## config.mk

```make
export PLATFORM = sky130hd
export DESIGN_NAME = fft_frame_ctrl_flat
export DESIGN_NICKNAME = d
export VERILOG_FILES = /design/src/rtl/fft_frame_ctrl_if.sv /design/src/rtl/fft_frame_ctrl.sv /design/src/flat_wrapper.sv
export SDC_FILE = /design/constraint.sdc
export NUM_CORES = 1
export LEC_CHECK = 0
export CAP_MARGIN = 20
export CORE_MARGIN = 3
export CORE_UTILIZATION = 45
export DETAILED_ROUTE_END_ITERATION = 6
export PLACE_DENSITY = 0.77
export SYNTH_ARGS = -nofsm -noshare
export SYNTH_HDL_FRONTEND = slang
export SYNTH_SLANG_ARGS = --single-unit
```

## constraint.sdc

```tcl
create_clock -name clk -period 3.75 [get_ports clk]
set_clock_uncertainty 0.2 [all_clocks]
set_input_delay 0.375 -clock clk [delete_from_list [all_inputs] [get_ports clk]]
set_output_delay 0.375 -clock clk [all_outputs]
set_load 0.005 [all_outputs]
```

## src/rtl/fft_frame_ctrl_if.sv

```systemverilog
// Bus bundle between the frame controller, the FFT core output stream and the
// capture RAM write port.
interface fft_frame_ctrl_if #(
  parameter int ADDR_W = 13,
  parameter int DATA_W = 64
) ();
  logic              core_rst;
  logic              core_en;
  logic              core_dout_valid;
  logic [DATA_W-1:0] core_dout;
  logic              core_dout_finish;
  logic              wr_en;
  logic [ADDR_W-1:0] wr_addr;
  logic [DATA_W-1:0] wr_data;

  modport master (
    output core_rst, core_en, wr_en, wr_addr, wr_data,
    input  core_dout_valid, core_dout, core_dout_finish
  );

  modport slave (
    input  core_rst, core_en, wr_en, wr_addr, wr_data,
    output core_dout_valid, core_dout, core_dout_finish
  );
endinterface

```

## src/rtl/fft_frame_ctrl.sv

```systemverilog
// Run controller for the 8192-point FFT core: resets and enables the core,
// discards leading frames, captures one frame, and checks length and stalls.
module fft_frame_ctrl #(
  parameter int N          = 8192,
  parameter int ADDR_W     = 13,
  parameter int DATA_W     = 64,
  parameter int RST_CYCLES = 4,
  parameter int TIMEOUT    = 65535
) (
  input  logic             clk,
  input  logic             rst,
  input  logic             start,
  input  logic             abort,
  input  logic [7:0]       skip_cfg,
  fft_frame_ctrl_if.master bus,
  output logic             busy,
  output logic             done,
  output logic [7:0]       frame_cnt,
  output logic             err_len,
  output logic             err_timeout
);

  localparam int WD_W = $clog2(TIMEOUT + 1);
  localparam int RC_W = $clog2(RST_CYCLES + 1);
  localparam logic [ADDR_W-1:0] LAST_BEAT = ADDR_W'(N - 1);

  typedef enum logic [2:0] {IDLE, CORE_RST, SKIP, CAPTURE, DONE} state_t;

  state_t            state, state_nxt;
  logic [7:0]        skip_q;
  logic [RC_W-1:0]   rst_cnt;
  logic [ADDR_W-1:0] beat;
  logic [WD_W-1:0]   wd_cnt;
  logic              wr_en_q;
  logic [ADDR_W-1:0] wr_addr_q;
  logic [DATA_W-1:0] wr_data_q;

  logic running, beat_v, last_beat, wd_fire, skip_end, start_ok;

  assign running   = (state == SKIP) || (state == CAPTURE);
  assign beat_v    = running && bus.core_dout_valid;
  assign last_beat = beat_v && (beat == LAST_BEAT);
  assign wd_fire   = running && !bus.core_dout_valid && (wd_cnt == WD_W'(TIMEOUT - 1));
  // frame_cnt is still below skip_q while skipping, so the 9-bit sum cannot alias.
  assign skip_end  = (state == SKIP) && last_beat &&
                     (({1'b0, frame_cnt} + 9'd1) == {1'b0, skip_q});
  assign start_ok  = (state == IDLE) && start && !abort;

  // NOTE: sequential state uses non-blocking assignments so every register
  // samples the pre-edge values of the others, independent of statement order.
  always_ff @(posedge clk) begin
    if (rst) state <= IDLE;
    else     state <= state_nxt;
  end

  // NOTE: the default is assigned before the case so no path leaves state_nxt
  // unassigned, which would otherwise infer a latch.
  always_comb begin
    state_nxt = state;
    case (state)
      IDLE:     if (start_ok) state_nxt = CORE_RST;
      CORE_RST: if (abort) state_nxt = IDLE;
                else if (rst_cnt == RC_W'(RST_CYCLES - 1))
                  state_nxt = (skip_q != 8'd0) ? SKIP : CAPTURE;
      SKIP:     if (abort || wd_fire) state_nxt = IDLE;
                else if (skip_end)    state_nxt = CAPTURE;
      CAPTURE:  if (abort || wd_fire) state_nxt = IDLE;
                else if (last_beat)   state_nxt = DONE;
      DONE:     state_nxt = IDLE;
      default:  state_nxt = IDLE;
    endcase
  end

  always_ff @(posedge clk) begin
    if (rst) begin
      skip_q      <= '0;
      rst_cnt     <= '0;
      beat        <= '0;
      wd_cnt      <= '0;
      frame_cnt   <= '0;
      err_len     <= 1'b0;
      err_timeout <= 1'b0;
      wr_en_q     <= 1'b0;
      wr_addr_q   <= '0;
      wr_data_q   <= '0;
    end else begin
      wr_en_q <= 1'b0;
      if (start_ok) begin
        skip_q      <= skip_cfg;
        rst_cnt     <= '0;
        beat        <= '0;
        wd_cnt      <= '0;
        frame_cnt   <= '0;
        err_len     <= 1'b0;
        err_timeout <= 1'b0;
      end
      if (state == CORE_RST) rst_cnt <= rst_cnt + RC_W'(1);
      if (running && !abort) begin
        // Framing follows the beat counter; finish is only cross-checked.
        if (bus.core_dout_finish != last_beat) err_len <= 1'b1;
        if (bus.core_dout_valid) begin
          wd_cnt <= '0;
          beat   <= (beat == LAST_BEAT) ? '0 : beat + ADDR_W'(1);
          if (last_beat && frame_cnt != 8'hFF) frame_cnt <= frame_cnt + 8'd1;
          if (state == CAPTURE) begin
            wr_en_q   <= 1'b1;
            wr_addr_q <= beat;
            wr_data_q <= bus.core_dout;
          end
        end else begin
          wd_cnt <= wd_cnt + WD_W'(1);
          if (wd_fire) err_timeout <= 1'b1;
        end
      end
    end
  end

  assign bus.core_rst = (state == IDLE) || (state == CORE_RST);
  assign bus.core_en  = running;
  assign bus.wr_en    = wr_en_q;
  assign bus.wr_addr  = wr_addr_q;
  assign bus.wr_data  = wr_data_q;
  assign busy         = (state == CORE_RST) || running;
  assign done         = (state == DONE);

endmodule

```

## src/flat_wrapper.sv

```systemverilog
// flat-port wrapper written by rule: the top's interface ports become plain ports
module fft_frame_ctrl_flat 
#(
  parameter int N          = 8192,
  parameter int ADDR_W     = 13,
  parameter int DATA_W     = 64,
  parameter int RST_CYCLES = 4,
  parameter int TIMEOUT    = 65535
)
  (clk, rst, start, abort, skip_cfg, busy, done, frame_cnt, err_len, err_timeout, bus_core_rst, bus_core_en, bus_wr_en, bus_wr_addr, bus_wr_data, bus_core_dout_valid, bus_core_dout, bus_core_dout_finish);
  fft_frame_ctrl_if #(.ADDR_W(ADDR_W), .DATA_W(DATA_W)) bus_i ();
  input  logic clk;
  input  logic rst;
  input  logic start;
  input  logic abort;
  input  logic [7:0] skip_cfg;
  output logic busy;
  output logic done;
  output logic [7:0] frame_cnt;
  output logic err_len;
  output logic err_timeout;
  output wire logic [$bits(bus_i.core_rst)-1:0] bus_core_rst;
  output wire logic [$bits(bus_i.core_en)-1:0] bus_core_en;
  output wire logic [$bits(bus_i.wr_en)-1:0] bus_wr_en;
  output wire logic [$bits(bus_i.wr_addr)-1:0] bus_wr_addr;
  output wire logic [$bits(bus_i.wr_data)-1:0] bus_wr_data;
  input wire logic [$bits(bus_i.core_dout_valid)-1:0] bus_core_dout_valid;
  input wire logic [$bits(bus_i.core_dout)-1:0] bus_core_dout;
  input wire logic [$bits(bus_i.core_dout_finish)-1:0] bus_core_dout_finish;
  assign bus_core_rst = bus_i.core_rst;
  assign bus_core_en = bus_i.core_en;
  assign bus_wr_en = bus_i.wr_en;
  assign bus_wr_addr = bus_i.wr_addr;
  assign bus_wr_data = bus_i.wr_data;
  assign bus_i.core_dout_valid = bus_core_dout_valid;
  assign bus_i.core_dout = bus_core_dout;
  assign bus_i.core_dout_finish = bus_core_dout_finish;
  fft_frame_ctrl #(.N(N), .ADDR_W(ADDR_W), .DATA_W(DATA_W), .RST_CYCLES(RST_CYCLES), .TIMEOUT(TIMEOUT)) u_core (.clk(clk), .rst(rst), .start(start), .abort(abort), .skip_cfg(skip_cfg), .bus(bus_i), .busy(busy), .done(done), .frame_cnt(frame_cnt), .err_len(err_len), .err_timeout(err_timeout));
endmodule
```

==> metrics.md <==
| Metric | Value |
|---|---|
| Num CTS Buffers | `17` |
| Ratio of final minimum period to clock period | `67.1%` |
| Count of boundary I/O pins | `170` |
| Share of synthesized cell area in and, or, nand and nor gates | `about a quarter` |
| Post-CTS Hold Buffers | `0` |
| Area Overhead vs Synth | `42.1%` |
| Max Fclk | `between 0.3 and 0.4 GHz` |
| Final Max Tran Viols | `0` |
| Run status | `complete, no violations` |
| Wire length of the first global-routing pass | `25.3 mm` |
| Routed vias/inst | `around 5.4` |
| Crit path max fanout | `13` |
| Final Hold Violating Endpoints | `0` |
| Type of the worst min-delay path | `input pin to register` |
| Setup slack of the critical path after layout | `between 1 and 1.5 ns` |
| Post-DP Area | `7330 sq um` |
| Xor/xnor cell area share of the yosys netlist | `around 1.6%` |
| Post-detail-place hpwl | `around 11 mm` |
| Multiplexer area fraction after synthesis | `0.180%` |
| CORE AREA | `11800 sq um` |
| Main combinational cell family by area after synthesis | `simple AND/OR/NAND/NOR gates` |
| TritonCTS clock tree | `yes` |
| Total Nets Final | `937` |
| Slew HR | `45.9%` |
| Die outline height | `117 um` |
| Antenna violations before repair | `0` |
| Diode insertion count for antenna repair | `0` |
| Routed via count | `5520` |
| Nets in the synthesized netlist | `~790` |
| Finished layout cell area | `7900 sq um` |
| Number of placement rows | `39` |
| Fraction of layout cells with a size suffix above 1 | `5.55%` |
| Clock transition time at the flip-flop clock pins of the worst setup and hold paths | `0.06 ns` |
| Synthesized instance count | `704` |
| Initial Util | `47.2%` |
| Final TNS setup | `0 ns` |
| Power Density | `398 nW/um^2` |
| Global route total overflow | `0` |
| Maximum Capacitance Violations | `0` |
| Actual transition at the worst max-transition pin | `0.811 ns` |
| Final GP Congestion | `between 0.8 and 0.9` |
| Post-synthesis async set-or-reset flop share | `0%` |
| Via count of the first global-routing pass | `5291` |
| Worst-case vdd ir drop | `0.371 mV` |
| First DRT Iteration DRCs | `488` |
| Tmin final | `between 2 and 3 ns` |
| Required time at the worst-slack endpoint | `about 3.9 ns` |
| Number of endpoints failing setup at the final stage | `0` |
| Count of input and output buffers | `169` |
| Post-placement worst setup slack | `0.888 ns` |
| Post-route ant nets | `0` |
| Synthesized-area fraction occupied by adder cells | `1.53%` |
| Synth Area in Compound Gates | `a little under a fifth` |
| Total standard cell area after synthesis | `5560 sq um` |
| Insertion delay of the later-clocked pin in the worst-skew pair | `approximately 0.41 ns` |
| Lkg Pwr | `about 2.7 nW` |
| EDFF count, synth | `0` |
| Sequential cell area fraction in the yosys report | `roughly 47%` |
| Die Span X | `between 100 and 150 um` |
| Die Area | `13700 sq um` |
| Arrival time of data at the critical path endpoint | `roughly 2.6 ns` |
| Number of clock sinks | `131` |
| Mean area per synthesized cell | `slightly below 8 sq um` |
| Post-synth cell types | `56` |
| Post-cts repair resize count | `0` |
| WL per Instance | `15.2 um` |
| Maximum root-to-sink buffer count | `2` |
| Classification of the worst setup path | `register to register` |
| Post-CTS setup buffer count | `0` |
| DRC viols | `0` |
| Post-detailed-routing wire length | `between 15 and 20 mm` |
| Startpoint type of the worst setup path | `register` |
| Dominant synthesized flop cell | `dfxtp_1` |
| Pin count of the biggest net entering global routing | `80` |
| YS warnings | `0` |
| Root buffer selected by CTS | `clkbuf_16` |
| CTS HTree Levels | `4` |
| Global-route total usage across every layer | `23.2%` |
| DR pass1 iterations | `5` |
| Synth Register Bits | `131` |
| RSZ-0062 raised after global routing | `no` |
| Element type at the critical path end | `register` |
power breakdown:
| part | total, mW | internal [mW] | leakage [nW] | switching [mW] |
|---|---|---|---|---|
| Combinational | 0.165 | 0.0948 | 1.37 | 0.0699 |
| Clock | 1.57 | 1.02 | 0.278 | 0.546 |
| Sequential | 1.41 | 1.40 | 1.06 | 0.00939 |
worst max-delay path, cell delays in order, from the launching register on:
cell and delay [ns]:
dfxtp_1 0.37, ha_1 0.29, and3_1 0.27, a31oi_1 0.40
nand4_2 0.36, or3_1 0.45, o211ai_1 0.09
worst paths after layout:
kind	slack, ns	cells after the start	start	end
min	0.21	2	rst	u_core.err_timeout$_SDFF_PP0_
max	1.23	6	u_core.frame_cnt[0]$_SDFF_PP0_	u_core.frame_cnt[7]$_SDFF_PP0_
min reg2reg	0.25	2	u_core.bus.wr_data[31]$_SDFFE_PP0P_	u_core.bus.wr_data[31]$_SDFFE_PP0P_
max reg2reg	1.23	6	u_core.frame_cnt[0]$_SDFF_PP0_	u_core.frame_cnt[7]$_SDFF_PP0_
layer usage:
| layer | track usage (%) | share of wire (%) |
|---|---|---|
| met1 | 28.9 | 42 |
| met2 | 37.4 | 49 |
| met3 | 5.86 | 5.6 |
| met4 | 11.3 | 3.1 |
| met5 | 0 | 0 |
placed cells by master (no fill, tap or decap), types with 4 or more instances in the layout:
cell             netlist  final
a21o_1                 6      6
inv_1                  6      6
a31oi_1               12     12
o211ai_1               6      6
a311oi_1              13     13
a21oi_1              109    109
clkbuf_1              35      6
nand3_1               17     17
and3_1                10      9
nand2_1              200    199
nor2b_1                4      4
nor4_1                 5      4
nor3_1                14     14
dfxtp_1              131    131
ha_1                   6      6
nand4_1                6      6
o21ai_1                6      6
clkdlybuf4s50_1        0    168
clkbuf_16              0     17
xnor2_1                7      7
buf_4                  3      7
o21ai_0                7      7
nor2_1                38     38
cell families after synthesis:
| logic type | after synthesis |
|---|---|
| multiplexers | 1 |
| XOR/XNOR | 10 |
| AND/OR/NAND/NOR | 325 |
| flip-flops | 131 |
| buffers and inverters | 52 |
| adder cells (fa/ha/maj) | 7 |
| AO/OA/AOI/OAI | 178 |
final cells by class:
type	count	area, sq um
fillers	1000	3860
multi-input cells	521	2730
flip-flops and latches	131	2620
repair buffers	176	1750
clock buffers	26	489
well taps	164	205
clock inverters	5	75.1
inverters	6	22.5
metrics by stage:
stage | util [%] | hold slack, ns | total power [mW] | cells
floorplan | - | 0.241 | 1.50 | 704
global placement | 62.3 | 0.241 | 1.60 | 998
detailed placement | 62.3 | 0.246 | 1.60 | 998
CTS | 67.1 | 0.192 | 3.18 | 1029
global route | 67.1 | 0.212 | 3.25 | 1029
finish | 67.1 | 0.211 | 3.14 | 1029
synth_stat cells, types with 4 or more instances:
cell        n  area share (%)
a21o_1      6            0.81
a21oi_1   109             9.8
a311oi_1   13             2.0
a31oi_1    12             1.4
and3_1     10             1.1
buf_2       8            0.72
clkbuf_1   35             2.4
dfxtp_1   131              47
ha_1        6             1.4
inv_1       6            0.41
nand2_1   200              14
nand3_1    17             1.5
nand4_1     6            0.68
nor2_1     38             2.6
nor2b_1     4            0.45
nor3_1     14             1.3
nor4_1      5            0.56
o211ai_1    6            0.81
o21ai_0     7            0.63
o21ai_1     6            0.54
xnor2_1     7             1.1
state kept, by name (all words and copies together), names as in the netlist:
register            flops
u_core.bus.wr_addr     13
u_core.err_len          1
u_core.bus.wr_data     64
u_core.skip_q           8
u_core.rst_cnt          3
u_core.bus.wr_en        1
u_core.wd_cnt          16
u_core.state            3
u_core.beat            13
u_core.err_timeout      1
u_core.frame_cnt        8
Power figures use the tool's default switching activity.
